<file path="src/rtl/spi_slave_sync_if.sv">
// Pin and handshake bundle of the oversampled SPI slave.
// The slave modport is the design view; the master modport is the SPI master / control-logic view.
interface spi_slave_sync_if #(
  parameter int DATA_W = 16
);
  logic              SPI_SCK;
  logic              CHIP_SELECT;
  logic              MOSI;
  logic              MISO;
  logic              MISO_OE;
  logic [DATA_W-1:0] TX_DATA;
  logic              TX_VALID;
  logic              TX_READY;
  logic [DATA_W-1:0] RX_DATA;
  logic              RX_VALID;
  logic              TX_UNDERRUN;
  logic              FRAME_ERR;
  logic              BUSY;

  modport slave (
    input  SPI_SCK, CHIP_SELECT, MOSI, TX_DATA, TX_VALID,
    output MISO, MISO_OE, TX_READY, RX_DATA, RX_VALID, TX_UNDERRUN, FRAME_ERR, BUSY
  );

  modport master (
    output SPI_SCK, CHIP_SELECT, MOSI, TX_DATA, TX_VALID,
    input  MISO, MISO_OE, TX_READY, RX_DATA, RX_VALID, TX_UNDERRUN, FRAME_ERR, BUSY
  );
endinterface

</file>
<file path="src/rtl/spi_slave_sync.sv">
// SPI slave running entirely on CLK: SCK/CS/MOSI are synchronised and edge-detected,
// all four SPI modes, back-to-back words per CS frame, TX holding register with valid/ready.
//
//  state    | meaning
//  ---------+--------------------------------------------------------
//  S_IDLE   | CS high; SCK edges ignored, waiting for synced CS fall
//  S_ACTIVE | CS low; words shifted, counter tracks sampled bits
module spi_slave_sync #(
  parameter int DATA_W      = 16,
  parameter int CPOL        = 0,
  parameter int CPHA        = 0,
  parameter int MSB_FIRST   = 1,
  parameter int SYNC_STAGES = 2
) (
  input  logic            CLK,
  input  logic            RESET,
  spi_slave_sync_if.slave bus
);

  localparam int               CNT_W       = $clog2(DATA_W);
  localparam logic [CNT_W-1:0] LAST_BIT    = CNT_W'(DATA_W - 1);
  localparam logic             SCK_IDLE    = (CPOL != 0);
  localparam bit               SAMPLE_RISE = (CPOL == CPHA);

  typedef enum logic {S_IDLE, S_ACTIVE} state_t;

  state_t state, state_nxt;

  logic [SYNC_STAGES-1:0] sck_sync, cs_sync, mosi_sync;
  logic                   sck_d, cs_d;
  logic                   sck_s, cs_s, mosi_s;
  logic                   sck_rise, sck_fall, cs_fall, cs_rise;
  logic                   sample_edge, shift_edge;

  logic [DATA_W-1:0] hold_data, tx_sh, tx_shifted, rx_sh, rx_next, rx_data_q;
  logic              hold_full, skip_shift, und_pend;
  logic [CNT_W-1:0]  bit_cnt;
  logic              rx_done_q, rx_valid_q, underrun_q, frame_err_q;

  logic do_sample, do_shift, word_done, word_start, b2b_start, frame_err, underrun_now;

  always_ff @(posedge CLK) begin
    if (RESET) begin
      sck_sync  <= {SYNC_STAGES{SCK_IDLE}};
      cs_sync   <= '1;
      mosi_sync <= '0;
      sck_d     <= SCK_IDLE;
      cs_d      <= 1'b1;
    end else begin
      sck_sync  <= {sck_sync[SYNC_STAGES-2:0], bus.SPI_SCK};
      cs_sync   <= {cs_sync[SYNC_STAGES-2:0], bus.CHIP_SELECT};
      mosi_sync <= {mosi_sync[SYNC_STAGES-2:0], bus.MOSI};
      sck_d     <= sck_sync[SYNC_STAGES-1];
      cs_d      <= cs_sync[SYNC_STAGES-1];
    end
  end

  assign sck_s       = sck_sync[SYNC_STAGES-1];
  assign cs_s        = cs_sync[SYNC_STAGES-1];
  assign mosi_s      = mosi_sync[SYNC_STAGES-1];
  assign sck_rise    = sck_s & ~sck_d;
  assign sck_fall    = ~sck_s & sck_d;
  assign cs_fall     = ~cs_s & cs_d;
  assign cs_rise     = cs_s & ~cs_d;
  assign sample_edge = SAMPLE_RISE ? sck_rise : sck_fall;
  assign shift_edge  = SAMPLE_RISE ? sck_fall : sck_rise;

  always_ff @(posedge CLK) begin
    if (RESET) state <= S_IDLE;
    else       state <= state_nxt;
  end

  always_comb begin
    state_nxt  = state;
    word_start = 1'b0;
    b2b_start  = 1'b0;
    frame_err  = 1'b0;
    do_sample  = (state == S_ACTIVE) && sample_edge;
    do_shift   = (state == S_ACTIVE) && shift_edge;
    word_done  = do_sample && (bit_cnt == LAST_BIT);
    case (state)
      S_IDLE: begin
        if (cs_fall) begin
          state_nxt  = S_ACTIVE;
          word_start = 1'b1;
        end
      end
      S_ACTIVE: begin
        // A coincident sample is counted before the CS rise is judged.
        if (cs_rise) begin
          state_nxt = S_IDLE;
          frame_err = !word_done && (do_sample || (bit_cnt != '0));
        end else if (word_done) begin
          word_start = 1'b1;
          b2b_start  = 1'b1;
        end
      end
      default: state_nxt = S_IDLE;
    endcase
  end

  assign rx_next    = (MSB_FIRST != 0) ? {rx_sh[DATA_W-2:0], mosi_s} : {mosi_s, rx_sh[DATA_W-1:1]};
  assign tx_shifted = (MSB_FIRST != 0) ? {tx_sh[DATA_W-2:0], 1'b0} : {1'b0, tx_sh[DATA_W-1:1]};

  // An empty holding register at a back-to-back word start is only reported once the master
  // actually clocks a bit of that word; a frame ending on a word boundary stays silent.
  assign underrun_now = (word_start && !b2b_start && !hold_full) ||
                        (und_pend && do_sample && (bit_cnt == '0));

  always_ff @(posedge CLK) begin
    if (RESET) begin
      hold_data   <= '0;
      hold_full   <= 1'b0;
      tx_sh       <= '0;
      skip_shift  <= 1'b0;
      und_pend    <= 1'b0;
      rx_sh       <= '0;
      bit_cnt     <= '0;
      rx_data_q   <= '0;
      rx_done_q   <= 1'b0;
      rx_valid_q  <= 1'b0;
      underrun_q  <= 1'b0;
      frame_err_q <= 1'b0;
    end else begin
      if (bus.TX_VALID && !hold_full) begin
        hold_data <= bus.TX_DATA;
        hold_full <= 1'b1;
      end else if (word_start) begin
        hold_full <= 1'b0;
      end

      // The shift edge right after a back-to-back start would drop the new first bit (CPHA=0);
      // for CPHA=1 the first shift edge of every word is consumed.
      if (word_start) begin
        tx_sh      <= hold_full ? hold_data : '0;
        skip_shift <= (CPHA != 0) || b2b_start;
      end else if (do_shift) begin
        if (skip_shift) skip_shift <= 1'b0;
        else            tx_sh      <= tx_shifted;
      end

      if (word_start)               und_pend <= b2b_start && !hold_full;
      else if (do_sample || cs_rise) und_pend <= 1'b0;

      if (do_sample) begin
        rx_sh   <= rx_next;
        bit_cnt <= word_done ? '0 : bit_cnt + CNT_W'(1);
      end
      if ((word_start && !b2b_start) || (state == S_ACTIVE && cs_rise)) bit_cnt <= '0;

      if (word_done) rx_data_q <= rx_next;
      rx_done_q   <= word_done;
      rx_valid_q  <= rx_done_q;
      underrun_q  <= underrun_now;
      frame_err_q <= frame_err;
    end
  end

  assign bus.MISO        = (MSB_FIRST != 0) ? tx_sh[DATA_W-1] : tx_sh[0];
  assign bus.MISO_OE     = ~cs_s;
  assign bus.TX_READY    = ~hold_full;
  assign bus.RX_DATA     = rx_data_q;
  assign bus.RX_VALID    = rx_valid_q;
  assign bus.TX_UNDERRUN = underrun_q;
  assign bus.FRAME_ERR   = frame_err_q;
  assign bus.BUSY        = (state == S_ACTIVE);

endmodule
</file>
<file path="src/flat_wrapper.sv">
// flat-port wrapper written by rule: the top's interface ports become plain ports
module spi_slave_sync_flat 
#(
  parameter int DATA_W      = 16,
  parameter int CPOL        = 0,
  parameter int CPHA        = 0,
  parameter int MSB_FIRST   = 1,
  parameter int SYNC_STAGES = 2
)
  (CLK, RESET, bus_SPI_SCK, bus_CHIP_SELECT, bus_MOSI, bus_TX_DATA, bus_TX_VALID, bus_MISO, bus_MISO_OE, bus_TX_READY, bus_RX_DATA, bus_RX_VALID, bus_TX_UNDERRUN, bus_FRAME_ERR, bus_BUSY);
  spi_slave_sync_if #(.DATA_W(DATA_W)) bus_i ();
  input  logic CLK;
  input  logic RESET;
  input wire logic [$bits(bus_i.SPI_SCK)-1:0] bus_SPI_SCK;
  input wire logic [$bits(bus_i.CHIP_SELECT)-1:0] bus_CHIP_SELECT;
  input wire logic [$bits(bus_i.MOSI)-1:0] bus_MOSI;
  input wire logic [$bits(bus_i.TX_DATA)-1:0] bus_TX_DATA;
  input wire logic [$bits(bus_i.TX_VALID)-1:0] bus_TX_VALID;
  output wire logic [$bits(bus_i.MISO)-1:0] bus_MISO;
  output wire logic [$bits(bus_i.MISO_OE)-1:0] bus_MISO_OE;
  output wire logic [$bits(bus_i.TX_READY)-1:0] bus_TX_READY;
  output wire logic [$bits(bus_i.RX_DATA)-1:0] bus_RX_DATA;
  output wire logic [$bits(bus_i.RX_VALID)-1:0] bus_RX_VALID;
  output wire logic [$bits(bus_i.TX_UNDERRUN)-1:0] bus_TX_UNDERRUN;
  output wire logic [$bits(bus_i.FRAME_ERR)-1:0] bus_FRAME_ERR;
  output wire logic [$bits(bus_i.BUSY)-1:0] bus_BUSY;
  assign bus_i.SPI_SCK = bus_SPI_SCK;
  assign bus_i.CHIP_SELECT = bus_CHIP_SELECT;
  assign bus_i.MOSI = bus_MOSI;
  assign bus_i.TX_DATA = bus_TX_DATA;
  assign bus_i.TX_VALID = bus_TX_VALID;
  assign bus_MISO = bus_i.MISO;
  assign bus_MISO_OE = bus_i.MISO_OE;
  assign bus_TX_READY = bus_i.TX_READY;
  assign bus_RX_DATA = bus_i.RX_DATA;
  assign bus_RX_VALID = bus_i.RX_VALID;
  assign bus_TX_UNDERRUN = bus_i.TX_UNDERRUN;
  assign bus_FRAME_ERR = bus_i.FRAME_ERR;
  assign bus_BUSY = bus_i.BUSY;
  spi_slave_sync #(.DATA_W(DATA_W), .CPOL(CPOL), .CPHA(CPHA), .MSB_FIRST(MSB_FIRST), .SYNC_STAGES(SYNC_STAGES)) u_core (.CLK(CLK), .RESET(RESET), .bus(bus_i));
endmodule
</file>
<file path="config.mk">
export PLATFORM = sky130hd
export DESIGN_NAME = spi_slave_sync_flat
export DESIGN_NICKNAME = d
export VERILOG_FILES = /design/src/rtl/spi_slave_sync_if.sv /design/src/rtl/spi_slave_sync.sv /design/src/flat_wrapper.sv
export SDC_FILE = /design/constraint.sdc
export NUM_CORES = 1
export LEC_CHECK = 0
export ABC_AREA = 1
export CAP_MARGIN = 20
export CORE_ASPECT_RATIO = 1.75
export CORE_MARGIN = 1.5
export CORE_UTILIZATION = 36
export DETAILED_ROUTE_END_ITERATION = 8
export DONT_BUFFER_PORTS = 1
export PLACE_DENSITY = 0.54
export SYNTH_ARGS = -nofsm -noshare
export SYNTH_HDL_FRONTEND = slang
export SYNTH_SLANG_ARGS = --single-unit
</file>
<file path="constraint.sdc">
create_clock -name CLK -period 2.4 [get_ports CLK]
set_input_delay 0.48 -clock CLK [delete_from_list [all_inputs] [get_ports CLK]]
set_output_delay 0.48 -clock CLK [all_outputs]
set_load 0.05 [all_outputs]
</file>
# Word-level counts from Yosys, hierarchy flattened
# Cells that the tools add are included.
dict set report totals {
  wordCells 76
  reg_bits 83
}
dict set report classes {
  eq_ne 2
  n_bitwise 11
  n_addsub 1
  n_reduce_logical 26
  muxes 18
}
# operator count
set op_table {}
lappend op_table {{two-way mux 16 bit} 4}
lappend op_table {{logical AND 1 bit} 11}
lappend op_table {{two-way mux 1 bit} 11}
lappend op_table {{NOT 1 bit} 7}
lappend op_table {{nonzero test 2 bit} 3}
lappend op_table {{adder 4 x 1 -> 4 bit, second input constant} 1}
lappend op_table {{AND 1 bit} 4}
lappend op_table {{equality test 4 bit, second input constant} 1}
lappend op_table {{zero test 4 bit} 1}
lappend op_table {{logical OR 1 bit} 4}
lappend op_table {{two-way mux 4 bit} 1}
lappend op_table {{case mux 1 bit (2 select lines)} 2}
lappend op_table {{nonzero test 4 bit} 1}
lappend op_table {{zero test 1 bit} 3}
lappend op_table {{OR reduction 3 bit} 1}
lappend op_table {{inequality test 2 bit, second input constant} 1}
lappend op_table {{AND reduction 2 bit} 1}
lappend op_table {{OR reduction 2 bit} 1}

# Longest topological paths before layout
dict set report logic_depth {
  ltp_word 11
  depth_mapped 9
  depth_no_buf 8
}

# Worst setup path after synthesis
# Ideal clock, no wire load.
dict set report synth_path {
  kind {register to register}
  from {reg u_core.state (netlist: u_core.bus.BUSY)}
  to {reg u_core.tx_sh[15]}
  n_path_buf 2
  setup_time_ps 71
  synth_period_minus_slack_ps 1640
  path_stages_with_launch 7
  slack_ps 760
  t_arrival_ps 1569
  path_cell_list {dfxtp_1 > inv_1 > nand3_2 > buf_4 > buf_2 > nand4_1 > a21oi_1}
}
dict set report synth_via {
  elab_chain_len 7
  elab_cells_between_ends 11
  classes_between {1 x eq/ne; 4 x mux; 1 x bitwise; 5 x reduce/logical}
}
# element line
set synth_lines {}
lappend synth_lines {{start, declared} spi_slave_sync.sv:27} ;# state_t state, state_nxt;
lappend synth_lines {{start signal, assigned} spi_slave_sync.sv:70} ;# else state <= state_nxt;
lappend synth_lines {{logical AND 1 bit} spi_slave_sync.sv:78} ;# do_sample = (state == S_ACTIVE) && sample_edge;
lappend synth_lines {{logical AND 1 bit} spi_slave_sync.sv:80} ;# word_done = do_sample && (bit_cnt == LAST_BIT);
lappend synth_lines {{two-way mux 1 bit} spi_slave_sync.sv:93} ;# end else if (word_done) begin
lappend synth_lines {{two-way mux 1 bit} spi_slave_sync.sv:90} ;# if (cs_rise) begin
lappend synth_lines {{case mux 1 bit (2 select lines)} spi_slave_sync.sv:81} ;# case (state)
lappend synth_lines {{inequality test 2 bit (no line) or nonzero test 2 bit (tied branches)} --}
lappend synth_lines {{AND reduction 2 bit (no line)} --}
lappend synth_lines {{end signal, assigned} spi_slave_sync.sv:135} ;# tx_sh <= hold_full ? hold_data : '0;
lappend synth_lines {{end signal, assigned} spi_slave_sync.sv:139} ;# else tx_sh <= tx_shifted;
lappend synth_lines {{end, declared} spi_slave_sync.sv:35} ;# logic [DATA_W-1:0] hold_data, tx_sh, tx_shifted, rx_sh, rx_next, rx_data_q;
# Parallel ways exist; a longest one is shown, timed or not.
# A chain may end at the register's enable or synchronous reset.

# Worst setup path after layout
dict set report layout_path {
  from {reg u_core.bit_cnt[1]}
  to {reg u_core.tx_sh[15]}
}
dict set report layout_via {
  elab_chain_len 7
  elab_cells_between_ends 9
  classes_between {2 x eq/ne; 4 x mux; 3 x reduce/logical}
}
# element line
set layout_lines {}
lappend layout_lines {{start, declared} spi_slave_sync.sv:37} ;# logic [CNT_W-1:0] bit_cnt;
lappend layout_lines {{start signal, assigned} spi_slave_sync.sv:147} ;# bit_cnt <= word_done ? '0 : bit_cnt + CNT_W'(1);
lappend layout_lines {{equality test 4 bit *} spi_slave_sync.sv:80}
lappend layout_lines {{logical AND 1 bit *} spi_slave_sync.sv:80}
lappend layout_lines {{two-way mux 1 bit *} spi_slave_sync.sv:93}
lappend layout_lines {{two-way mux 1 bit *} spi_slave_sync.sv:90}
lappend layout_lines {{case mux 1 bit (2 select lines) *} spi_slave_sync.sv:81}
lappend layout_lines {{inequality test 2 bit (no line) or nonzero test 2 bit (tied branches)} --}
lappend layout_lines {{AND reduction 2 bit (no line)} --}
# Mark *: on every way between the ends. The rest lies on a longest branch, timed or not.

==> results <==
- The post-cts sizing count is 0.
- In the final routed layout, each cell accounts on average for 14.42 microns.
- The area inside the core boundary is 0.009094 sq mm.
- Summed over all nets, the switching power comes to 657.0 uW.
- The setup fix buffers added after clock tree synthesis is 0.
- The category of the worst setup path launch point is a flip-flop.
- The synthesized net count is 463.
- The share of total power in the clock network is between 40% and 50%.
- The number of synthesized flops with an enable pin is 0.
- The DRC violation count after routing is 0.
- The top cell type by area accounts for between 40% and 50% of the synthesized area.
- Buffers inserted to repair hold after CTS numbered 0.
- The clock skew after layout is approximately 0.0044 ns.
- Clock-pin slew was measured on the worst setup and hold paths at around 0.060 ns.
- The detailed router finished its first iteration with about 250 violations.
- In this run the static leakage power is 0.001545 uW.
- Setup violations remaining at the end of the flow were counted as 0.
- Before antenna repair, the detailed router went through 4 iterations.
- Routability-driven placement finished with a final weighted congestion of around 0.79.
- The growth of design area from synthesis to finish is 9.844%.
- The sequential share of the synthesized area is 49.33%.
- The share of the clock period used by the worst path is between 70% and 80%.
- Across every metal layer, demand over resource in global routing totals 16.59%.
- Counting every instance in the synthesized netlist gives around 440.
- Data arrives at the worst endpoint at 2.05 ns.
- The via count of the first global-routing pass is 2673.
- The number of hold-slack violations in the final timing report is 0.
- The internal portion of the total power is around 2200 uW.
- The net switching share of the total power is around 23%.
- The tightest hold path in the finished design has a slack of ~0.21 ns.
- For this run, the top clock speed supported by timing is 548.0 MHz.
- Setup repair after global routing left no endpoint under its margin.
- By instance count, the leading cell after synthesis is nand2_1.
- Each instance of the synthesized netlist takes up on average between 7 and 8 sq um.
- The register area is about 0.0017 sq mm.
- The worst voltage drop across the vdd grid is 0.0004655 V.
- Ranked by total cell area, the synthesized netlist is headed by dfxtp_1 (49%), nand2_1 (10%), nor2_1 (8.2%), nand4_1 (6.5%), nand3_1 (5.3%).
- The max-slew violation count was 0.
- In this run the worst path has a maximum fanout of 33.
- The overall die height is 131.0 microns.
- The tool flagged a number of max-cap violations equal to 0.
- The die outline area is 0.009969 sq mm.
- The initial cell density of the core is between 30% and 40%.
- At the worst endpoint, the required time is 2.62 ns.
- The number of antenna violations at the first check in global routing was 0.
- The post-route netlist has between 8 and 9% of its cells at a drive strength greater than 1.
- The critical path in this run is classified as flip-flop to flip-flop.
- For this run, the post-layout net count is approximately 450.
- The worst-skew pair later-pin latency is approximately 0.34 ns.
- Setup total negative slack on the finished layout was measured at 0 ns.
- The number of register bits inferred by synthesis is 83.
- The first global-routing pass estimated about 13000 microns of wire.
- Wires add up to approximately 8000 microns.
- The number of antenna diodes is 0.
- The pin count of the biggest net entering global routing is 53.
- For the finished layout, the period the worst path requires is about 1.8 ns.
- After detailed placement, the design holds a cell count of ~540.
- The dominant synthesized flop cell is dfxtp_1.
- The filler cells instantiated in the layout total 981.
- The clock passes through at most 2 buffers.
- The number of distinct library cells after synthesis is 27.
- The area occupied by multi-input gates is 0.001468 sq mm.
- Clock tree synthesis inserted a total of 9 buffers.
- The number of warnings reported in the yosys synthesis log is 0.
- The count of input and output buffers is 0.
- The clock tree from TritonCTS is yes.
- The post-synthesis instance area is roughly 0.0034 sq mm.
- Combinational logic is responsible for under 10% of the overall power.
- After global routing the overflow that remains totals 0.
- The via density per instance is 5.058.
- The horizontal extent of the die is about 76 microns.
- The H-tree was split into 3 levels.
- The tightest min-delay check is of the primary input to flip-flop type.
- In this run the tightest slew margin relative to its limit is between 60 and 70%.
- Once detailed placement completed, the half-perimeter wirelength came to roughly 5000 microns.
- Once layout is complete, the cells apart from fillers number 555.
- The root buffer cell chosen for the clock tree is clkbuf_16.
- After synthesis, the share of flip-flops with an asynchronous set or reset is 0%.
- The worst setup path is captured at a flip-flop.
- 45 I/O pins were placed.
- At the pin with the least slew margin, the transition time is 0.5470 ns.
- The post-route antenna net violation count is 0.
- The number of vias in the routed layout is approximately 2800.
- The count of standard-cell rows is 46.
- In this run, flip-flops and latches consume slightly above 50% of the power.
- For this design, the sink count on the clock tree is 83.
- The largest total area in the synthesized netlist belongs to dfxtp_1.
- In this run the power density over the cells is a little under 800 mW/mm^2.
- The flow ran to the end, and the final reports show no timing, DRC or antenna violations.
- Ranked by instance count, the synthesized netlist is headed by nand2_1 (90), dfxtp_1 (83), nor2_1 (74).
-- power by group through the flow --
| stage | combinational (uW) | clock (uW) | sequential, uW |
|---|---|---|---|
| after global placement | 163 | 0 | 1480 |
| after global routing | 185 | 1360 | 1460 |
| final | 163 | 1270 | 1460 |
| after detailed placement | 165 | 0 | 1490 |
| after CTS | 165 | 1300 | 1450 |
| after floorplan | 134 | 0 | 1480 |
-- cell families (layout without fill, tap and decap cells) --
kind of cell	Yosys count	in the layout	synth area share, %
buf+inv	49	45	7.095
fa+ha+maj	2	2	0.7428
xor+xnor	1	1	0.2601
simple gates	248	248	34.03
compound gates	56	56	8.544
flops	83	83	49.33
-- final timing paths --
kind / end / cells past startpoint / slack [ns] / from
worst max-delay path: u_core.tx_sh[15] / 8 / 0.58 / u_core.bit_cnt[1]
worst min-delay path: u_core.mosi_sync[0] / 1 / 0.21 / RESET
worst max register to register: u_core.tx_sh[15] / 8 / 0.58 / u_core.bit_cnt[1]
worst min register to register: u_core.bus.RX_VALID / 2 / 0.40 / u_core.rx_done_q
-- routing by layer --
metal / share of wire, % / vias to the layer above / GRT usage [%]
met5: 0 / - / 0
met4: 2.1 / 0 / 8.061
met3: 4.1 / 14 / 3.750
met2: 52 / 65 / 30.52
met1: 41 / 1291 / 18.03
li1: - / 1437 / -
-- through the flow --
step                      cell area (sq um)  util (%)  worst slack [ns]  total power [uW]
after global routing                   3700     40.69            0.3515              3005
after CTS                              3700     40.69            0.5756              2925
after detailed placement               3426     37.67            0.5825              1650
final                                  3700     40.69            0.5751              2890
after floorplan                        3368         -            0.7604              1614
after global placement                 3426     37.67            0.6478              1646
-- registers in the layout (all words and copies together), names as in the netlist --
register and flops:
u_core.bit_cnt 4, u_core.bus.BUSY 1, u_core.bus.FRAME_ERR 1, u_core.bus.RX_DATA 16
u_core.bus.RX_VALID 1, u_core.bus.TX_UNDERRUN 1, u_core.cs_d 1, u_core.cs_sync 2
u_core.hold_data 16, u_core.hold_full 1, u_core.mosi_sync 2, u_core.rx_done_q 1
u_core.rx_sh 15, u_core.sck_d 1, u_core.sck_sync 2, u_core.skip_shift 1
u_core.tx_sh 16, u_core.und_pend 1
-- final cells by class --
| class | instances | share of cell area [%] |
|---|---|---|
| Tap cell | 120 | 4.058 |
| Sequential cell | 83 | 44.91 |
| Clock buffer | 14 | 7.136 |
| Inverter | 19 | 1.928 |
| Clock inverter | 2 | 0.2705 |
| Timing Repair Buffer | 10 | 2.029 |
| Multi-Input combinational cell | 307 | 39.67 |
-- placed cells by master, fill, tap and decap left out --
master      n
clkinv_2    2
dfxtp_1    83
nand2_4     1
or2_2       2
a211oi_1    1
nand2_1    90
nor2_8      1
nor3_1      1
nand3_4     1
a31oi_1     1
inv_1      16
buf_4      10
o21ai_0    33
xor2_1      1
nor2_4      2
a21oi_2     1
a21oi_1    20
clkbuf_1    3
nor2_1     74
inv_2       1
nand3_1    36
nand2_2     2
nand4_1    35
clkbuf_16   9
nand3_2     3
ha_1        2
clkinv_1    2
clkbuf_8    2
-- critical path: stages (launching register included) --
cell	delay, ns
dfxtp_1	0.39
ha_1	0.19
nand2_1	0.09
nor2_4	0.15
nand3_4	0.33
nand2_4	0.33
nand2_1	0.09
nand2_1	0.07
a21oi_1	0.06
Power figures use the tool's default switching activity.
